$ cat config.mk
export PLATFORM = sky130hd
export DESIGN_NAME = mul_seq_unit
export DESIGN_NICKNAME = d
export VERILOG_FILES = /design/src/rtl/mul_seq_unit.sv
export SDC_FILE = /design/constraint.sdc
export NUM_CORES = 1
export LEC_CHECK = 0
export BUFFER_PORTS_ARGS = -buffer_cell sky130_fd_sc_hd__buf_2
export CAP_MARGIN = 40
export CORE_MARGIN = 2
export CORE_UTILIZATION = 49
export DETAILED_ROUTE_END_ITERATION = 16
export PLACE_DENSITY = 0.69
export SYNTH_ARGS = -nofsm -noshare
export SYNTH_HDL_FRONTEND = slang
export SYNTH_SLANG_ARGS = --single-unit
$ cat constraint.sdc
create_clock -name clk -period 2.18 [get_ports clk]
set_input_delay 0.218 -clock clk [delete_from_list [all_inputs] [get_ports clk]]
set_output_delay 0.218 -clock clk [all_outputs]
set_load 0.02 [all_outputs]
$ cat src/rtl/mul_seq_unit.sv
// -----------------------------------------------------------------------------
// mul_seq_unit
// Multi-cycle unsigned WIDTH x WIDTH shift-add multiplier for the execute
// stage. A start pulse accepted while ready is high latches the operands.
// The unit then retires one multiplier bit per clock for exactly WIDTH
// clocks, with no early exit on zero operands. After that it presents the
// 2*WIDTH-bit product as registered hi/lo halves, together with a one-cycle
// done strobe. lo feeds the b input of the writeback 2:1 mux. The
// controller selects it over the ALU result while done is high.
//
// Ports:
//   clk    in   1      system clock, rising edge active
//   rst_n  in   1      asynchronous active-low reset
//   start  in   1      request pulse, honoured only while ready=1
//   a      in   WIDTH  multiplicand, sampled on the accepting edge
//   b      in   WIDTH  multiplier, sampled on the accepting edge
//   ready  out  1      high in IDLE and DONE
//   busy   out  1      high in RUN
//   done   out  1      high for the single DONE cycle
//   lo     out  WIDTH  product[WIDTH-1:0], changes only on completion
//   hi     out  WIDTH  product[2*WIDTH-1:WIDTH], changes only on completion
// -----------------------------------------------------------------------------
module mul_seq_unit #(
    parameter int WIDTH = 16
) (
    input  logic             clk,
    input  logic             rst_n,
    input  logic             start,
    input  logic [WIDTH-1:0] a,
    input  logic [WIDTH-1:0] b,
    output logic             ready,
    output logic             busy,
    output logic             done,
    output logic [WIDTH-1:0] lo,
    output logic [WIDTH-1:0] hi
);

    localparam int CNT_W = $clog2(WIDTH + 1);
    localparam logic [CNT_W-1:0] LAST_CNT = CNT_W'(WIDTH - 1);

    typedef enum logic [1:0] {
        ST_IDLE = 2'd0,
        ST_RUN  = 2'd1,
        ST_DONE = 2'd2
    } state_t;

    state_t               state_r;
    logic [CNT_W-1:0]     cnt_r;
    logic [WIDTH-1:0]     mcand_r;
    // The low half starts out holding the multiplier. It is consumed from
    // bit 0 while the growing partial product shifts in from the top.
    // The extra top bit keeps the carry out of each add.
    logic [2*WIDTH:0]     acc_r;
    logic [WIDTH-1:0]     hi_r;
    logic [WIDTH-1:0]     lo_r;
    logic                 ready_r;
    logic                 busy_r;
    logic                 done_r;

    logic [WIDTH:0]       sum_s;
    logic [2*WIDTH:0]     acc_next_s;

    // One shift-add step: conditionally add the multiplicand into the upper half, then shift right by one.
    always_comb begin
        sum_s      = {1'b0, acc_r[2*WIDTH-1:WIDTH]} + {1'b0, mcand_r};
        acc_next_s = {1'b0, acc_r[2*WIDTH:1]};
        if (acc_r[0]) begin
            acc_next_s = {1'b0, sum_s, acc_r[WIDTH-1:1]};
        end else begin
            acc_next_s = {1'b0, acc_r[2*WIDTH:1]};
        end
    end

    // Control FSM, datapath registers and registered status outputs.
    always_ff @(posedge clk or negedge rst_n) begin
        if (!rst_n) begin
            state_r <= ST_IDLE;
            cnt_r   <= '0;
            mcand_r <= '0;
            acc_r   <= '0;
            hi_r    <= '0;
            lo_r    <= '0;
            ready_r <= 1'b1;
            busy_r  <= 1'b0;
            done_r  <= 1'b0;
        end else begin
            case (state_r)
                ST_IDLE: begin
                    done_r <= 1'b0;
                    if (start) begin
                        mcand_r <= a;
                        acc_r   <= {{(WIDTH + 1){1'b0}}, b};
                        cnt_r   <= '0;
                        state_r <= ST_RUN;
                        busy_r  <= 1'b1;
                        ready_r <= 1'b0;
                    end else begin
                        state_r <= ST_IDLE;
                        busy_r  <= 1'b0;
                        ready_r <= 1'b1;
                    end
                end
                ST_RUN: begin
                    acc_r <= acc_next_s;
                    cnt_r <= cnt_r + CNT_W'(1);
                    if (cnt_r == LAST_CNT) begin
                        // The final step's result goes straight to the
                        // outputs, so they never show a partial sum.
                        hi_r    <= acc_next_s[2*WIDTH-1:WIDTH];
                        lo_r    <= acc_next_s[WIDTH-1:0];
                        state_r <= ST_DONE;
                        busy_r  <= 1'b0;
                        ready_r <= 1'b1;
                        done_r  <= 1'b1;
                    end else begin
                        state_r <= ST_RUN;
                        busy_r  <= 1'b1;
                        ready_r <= 1'b0;
                        done_r  <= 1'b0;
                    end
                end
                ST_DONE: begin
                    done_r <= 1'b0;
                    if (start) begin
                        // Back-to-back accept. hi/lo keep the old product.
                        mcand_r <= a;
                        acc_r   <= {{(WIDTH + 1){1'b0}}, b};
                        cnt_r   <= '0;
                        state_r <= ST_RUN;
                        busy_r  <= 1'b1;
                        ready_r <= 1'b0;
                    end else begin
                        state_r <= ST_IDLE;
                        busy_r  <= 1'b0;
                        ready_r <= 1'b1;
                    end
                end
                default: begin
                    state_r <= ST_IDLE;
                    cnt_r   <= '0;
                    busy_r  <= 1'b0;
                    ready_r <= 1'b1;
                    done_r  <= 1'b0;
                end
            endcase
        end
    end

    assign ready = ready_r;
    assign busy  = busy_r;
    assign done  = done_r;
    assign hi    = hi_r;
    assign lo    = lo_r;

endmodule
==> results_dict.tcl, run 1 <==
set metrics [dict create \
    yosysSeqAreaShare 0.505 \
    grt_antenna_before_repair 0 \
    setup_violations 3 \
    dieArea_mm2 0.00979 \
    overflow 0 \
    tritoncts "yes" \
    grt_pass1_vias 3322 \
    cts_made_buffers 9 \
    grt_use_total 0.212 \
    met3_usage 0.0418 \
    place_ws_ps -183 \
    synth_warnings 0 \
    drt_iter0_drc 175 \
    critical_path_required_ps 2490 \
    synth_edf_count 0 \
    post-route-min-period_ps 2200 \
    grt_use_met2 0.328 \
    cts.path.max_buffers 2 \
    clock.fmax_mhz 454 \
    worstSkewPairLatency_ps 370 \
    grt_max_degree 50 \
    slew_viol_final 0 \
    netlist_area_mm2 0.00442 \
    setup_slack_ps -24.6 \
    slew_headroom 0.615 \
    post_synth_main_area_contributors "dfrtp_1 50%, nand2_1 8.5%, o21ai_0 6.1%, mux2i_1 5.4%, ha_1 5.1%" \
    detail-route-antenna-nets 0 \
    grtUsageMet1 0.303 \
    yosysTopAreaCellShare 0.499 \
    netlist-cell-type-count 49 \
    die_h_um 98.9 \
    finalCritPeriodShare 1.01 \
    synth_seq_cells 89 \
    clk_pin_slew_ps 100 \
    r2r_slack_ps -20 \
    gp_congestion 0.949 \
    syn_inst 441 \
    grt_setup_unrepaired "yes" \
    ios 70 \
    cts_sinks 89 \
    worstHoldPathType "in2reg" \
    viasPerCell 5.37 \
    start_kind "flop" \
    tightest_slew_ps 578 \
    drive_gt1_frac 0.306 \
    fin_nets 588 \
    critPathMaxFanout 4 \
    drc 0 \
    fp-row-count 34 \
    wire_per_inst_um 15.4 \
    hpwl_um 7100 \
    dr.pass1.iters 4 \
    holdWs_ps 42.8 \
    cap_violations 0 \
    multi_input_area_mm2 0.00219 \
    num_vias 3472 \
    clock_skew_ps 16.3 \
    power.density_mw_per_mm2 1740 \
    area_delta_synth_final_pct 22.3 \
    ir_worst_vdd_v 0.000717 \
    yosysTopAreaCell "dfrtp_1" \
    yosys.cell_count.top_type "nand2_1" \
    p_leak_nw 2.62 \
    routed_wl_um 9990 \
    end_kind "flop" \
    critPathKind "reg2reg" \
    synth_flop_cell "dfrtp_1" \
    postSynthAreaPerCell_um2 10.0 \
    grt_pass1_wl_um 16600 \
    cts-root-buf "clkbuf_8" \
    status "finished, violations left" \
    core_mm2 0.00872 \
    nFillCells 710 \
    worst-endpoint-arrival_ps 2520 \
    syn_nets 495 \
    synth-async-reset-ratio 1.00 \
    initial_core_util 0.506 \
    top_usage_layer "met2" \
    regArea_mm2 0.00223 \
    final-hold-violation-count 0 \
    die_w_um 98.9 \
    violations "setup timing" \
    synth_commonest_cells "100 x nand2_1, 88 x dfrtp_1, 54 x o21ai_0" \
    antennaDiodeCount 0 \
    htreeDepth 3 \
    port_buffers 69 \
]
metrics by stage:
step	util	TNS [ps]	cells	cell area, um^2	power, W
final	0.620	-53.7	647	5400	0.00942
after global routing	0.620	-583	647	5400	0.0102
after CTS	0.611	-8.04	647	5330	0.00921
after detailed placement	0.581	-1210	626	5070	0.00793
after global placement	0.581	-602	626	5070	0.00775
after floorplan	-	0	441	4420	0.00634
sequential cells by signal, summed over array words and instances (netlist names):
signal / count
state_r: 2
hi: 16
ready: 1
lo: 16
done: 1
mcand_r: 16
acc_r: 32
cnt_r: 5
path summary, 6_finish.rpt:
kind                                             start                      end  cells after the start
worst min-delay path                             a[14]  mcand_r[14]$_DFFE_PN0P_                      3
worst max register to register  mcand_r[0]$_DFFE_PN0P_       hi[13]$_DFFE_PN0P_                      9
min in group asynchronous                        rst_n   mcand_r[7]$_DFFE_PN0P_                      2
max in group asynchronous                        rst_n       hi[15]$_DFFE_PN0P_                      3
worst max-delay path            mcand_r[0]$_DFFE_PN0P_       hi[13]$_DFFE_PN0P_                      9
worst min register to register       hi[5]$_DFFE_PN0P_        hi[5]$_DFFE_PN0P_                      2
area by class of cell:
| class | instances | share of cell area |
|---|---|---|
| Sequential cell | 89 | 0.412 |
| Multi-Input combinational cell | 322 | 0.406 |
| Timing Repair Buffer | 103 | 0.117 |
| Tap cell | 108 | 0.0250 |
| Clock buffer | 9 | 0.0229 |
| Clock inverter | 7 | 0.0111 |
| Inverter | 9 | 0.00625 |
cell families after synthesis:
group / synth area share
compound gates: 0.146
fa+ha+maj: 0.0555
simple gates: 0.142
buf+inv: 0.0255
xor+xnor: 0.0258
mux: 0.100
flops: 0.505
metal layers:
layer,routed length [um],share of wire
met5,0,0
met2,4770,0.48
met1,4660,0.47
met3,421,0.042
met4,141,0.014
cells in the final DEF, fill, tap and decap left out, drive strengths merged, types with 6 or more instances in the layout:
cell | netlist | layout
buf | 0 | 102
nand2 | 100 | 100
dfrtp | 88 | 88
o21ai | 55 | 55
mux2i | 24 | 24
mux2 | 18 | 18
ha | 18 | 18
a21oi | 17 | 17
inv | 9 | 13
nor2 | 12 | 12
clkbuf | 21 | 9
xnor2 | 8 | 8
nand3 | 8 | 8
and3 | 6 | 6
power by group:
group / switching, W / leakage [nW] / total (W) / internal [W]
clock: 0.000640 / 0.0901 / 0.00108 / 0.000436
sequential: 0.000587 / 1.07 / 0.00305 / 0.00246
combinational: 0.00290 / 1.46 / 0.00530 / 0.00240
critical path, stage by stage (launching register included):
cell	delay, ps
dfrtp_1	390
ha_2	210
fa_2	350
a21oi_2	180
o21ai_2	120
o211ai_1	180
and3_4	250
nand4_1	110
o211ai_1	180
mux2_4	190
what timing repair did:
| action | CTS | global route |
|---|---|---|
| setup buffers | 4 | 0 |
| endpoints found under the hold margin | 39 | 0 |
| setup endpoints to repair | 15 | 17 |
| hold buffers | 1 | 0 |
| gates resized for setup | 10 | 18 |
| pin swaps | 4 | 7 |
Power figures use the tool's default switching activity.
==> run 2: changes to the inputs <==
--- a/config.mk
+++ b/config.mk
@@ -10,7 +10,9 @@
 export CORE_MARGIN = 2
 export CORE_UTILIZATION = 49
 export DETAILED_ROUTE_END_ITERATION = 16
-export PLACE_DENSITY = 0.69
+export PLACE_DENSITY = 0.72
+export SETUP_SLACK_MARGIN = 0.1
+export SLEW_MARGIN = 20
 export SYNTH_ARGS = -nofsm -noshare
 export SYNTH_HDL_FRONTEND = slang
 export SYNTH_SLANG_ARGS = --single-unit
==> run 2 against run 1 <==
Compared with the run above: the flow still finishes with violations (setup timing); first-iteration DRC count grew 13%; non-clock buffer count grew 5; power grew 6.4%; via count grew 5.6%; global-route usage grew 1.1 points; worst setup slack lost 39 ps; clock power is essentially flat; hold slack lost 7.4 ps; maximum frequency shrank 1.7%; combinational power grew 11%; final area grew 2.7%; largest cell class is now multi-input combinational cells.
==> results_dict.tcl, run 2 (synthesis gave the netlist of run 1 again) <==
set metrics [dict create \
    layout_common_cells "99 x nand2_1, 88 x dfrtp_1, 68 x buf_2" \
    cap_violations 0 \
    hpwl_um 7240 \
    cts.path.max_buffers 2 \
    area_delta_synth_final_pct 25.7 \
    ir_worst_vdd_v 0.000856 \
    post-route-min-period_ps 2240 \
    crit_chain "ha_1, a21oi_2, or3b_4, a21oi_4, o22a_4, a221o_1, xnor2_2, a22oi_1" \
    routed_wl_um 10900 \
    slew_viol_final 0 \
    critical_path_required_ps 2430 \
    cts-root-buf "clkbuf_8" \
    violations "setup timing" \
    top_register "acc_r" \
    gp_congestion 0.840 \
    htreeDepth 3 \
    clock_skew_ps 8.53 \
    mostFrequentLayoutCell "nand2_1" \
    dieArea_mm2 0.00979 \
    core_mm2 0.00872 \
    critPathMaxStageDelay_ps 430 \
    drive_gt1_frac 0.329 \
    power.density_mw_per_mm2 1810 \
    worstSkewPairLatency_ps 370 \
    die_w_um 98.9 \
    regArea_mm2 0.00223 \
    power_w 0.0100 \
    final-hold-violation-count 0 \
    drt_iter0_drc 198 \
    finalInstanceArea_mm2 0.00555 \
    die_h_um 98.9 \
    wire_per_inst_um 16.7 \
    p_leak_nw 2.66 \
    grt_use_total 0.223 \
    multi_input_area_mm2 0.00228 \
    cts_made_buffers 9 \
    tritoncts "yes" \
    fp-row-count 34 \
    detail-route-antenna-nets 0 \
    largest_reg_flops 32 \
    setup_violations 10 \
    nFillCells 700 \
    grt_max_degree 48 \
    grt_pass1_vias 3552 \
    clk_pin_slew_ps 90 \
    grt_antenna_before_repair 0 \
    slew_headroom 0.618 \
    antennaDiodeCount 0 \
    overflow 0 \
    drc 0 \
    crit_path_top_delay_cell "dfrtp_1" \
    finalCritPeriodShare 1.03 \
    start_kind "flop" \
    grt_setup_unrepaired "yes" \
    cp_num_buf_inv 0 \
    initial_core_util 0.506 \
    dr.pass1.iters 5 \
    tightest_slew_ps 573 \
    end_kind "flop" \
    worst-endpoint-arrival_ps 2490 \
    critPathKind "reg2reg" \
    critical_path.top_delay_family "compound AO/OA/AOI/OAI gates" \
    worstHoldPathType "in2reg" \
    cts_sinks 89 \
    grt_pass1_wl_um 17400 \
    fin_nets 593 \
    status "finished, violations left" \
    ios 70 \
    critPathMaxFanout 4 \
    clock.fmax_mhz 446 \
    placed_area_mm2 0.00506 \
    setup_slack_ps -63.4 \
    num_vias 3667 \
    port_buffers 69 \
    viasPerCell 5.62 \
]
## run 2: changes by cell type in the layout (fill, tap and decap cells not counted), moves of 2 or more
cell,before,now
clkinvlp_4,2,4
o21ai_0,47,36
xnor2_2,0,2
a21oi_4,2,5
xnor2_1,8,6
buf_4,32,34
o21ai_1,5,14
buf_6,0,2
a21oi_1,11,9
## run 2: area by class of cell
type	count	share of cell area
clock inverters	6	0.00924
clock buffers	10	0.0230
flip-flops and latches	89	0.401
well taps	108	0.0243
inverters	9	0.00676
repair buffers	108	0.124
multi-input cells	322	0.411
## run 2: metrics by stage
stage          setup TNS (ps)  instances  hold WS, ps  worst slack [ps]   util
2_1_floorplan               0        441        -77.6               102      -
3_3_place_gp             -101        621          246             -66.7  0.580
3_5_place_dp            -1050        621          254              -156  0.580
4_1_cts                 -37.7        644         30.2             -20.8  0.614
5_1_grt                 -1990        652         44.1              -163  0.636
6_report                 -472        652         35.5             -63.4  0.636
## run 2: worst paths after layout
path	from	to	slack (ps)	cells past startpoint
worst min register to register	hi[0]$_DFFE_PN0P_	hi[0]$_DFFE_PN0P_	490	2
worst min-delay path	a[13]	mcand_r[13]$_DFFE_PN0P_	40	3
max in group asynchronous	rst_n	ready$_DFF_PN1_	1090	3
worst max-delay path	mcand_r[1]$_DFFE_PN0P_	hi[14]$_DFFE_PN0P_	-60	8
min in group asynchronous	rst_n	hi[4]$_DFFE_PN0P_	390	2
worst max register to register	mcand_r[1]$_DFFE_PN0P_	hi[14]$_DFFE_PN0P_	-60	8
## run 2: report_power, final
| group | internal, W | leakage [nW] | switching (W) |
|---|---|---|---|
| Sequential | 0.00246 | 1.07 | 0.000625 |
| Combinational | 0.00269 | 1.50 | 0.00319 |
| Clock | 0.000428 | 0.0810 | 0.000634 |
| Total | 0.00558 | 2.66 | 0.00445 |
## run 2: metal layers
layer  wire, um  global-route usage
met5          0                   0
met4        180              0.0811
met3        532              0.0440
met2       5370               0.357
met1       4770               0.303
## run 2: tightest hold or removal path, stage by stage
cell	delay, ps
buf_2	70
nand2_1	40
nand2_1	40
## run 2: timing repair
| item | CTS | global route |
|---|---|---|
| cloned | 0 | 0 |
| gates resized for setup | 17 | 36 |
| setup buffers | 6 | 8 |
| hold buffers | 1 | 0 |
| hold endpoints to repair | 42 | 0 |
| pin swaps | 11 | 24 |
| setup endpoints to repair | 20 | 25 |
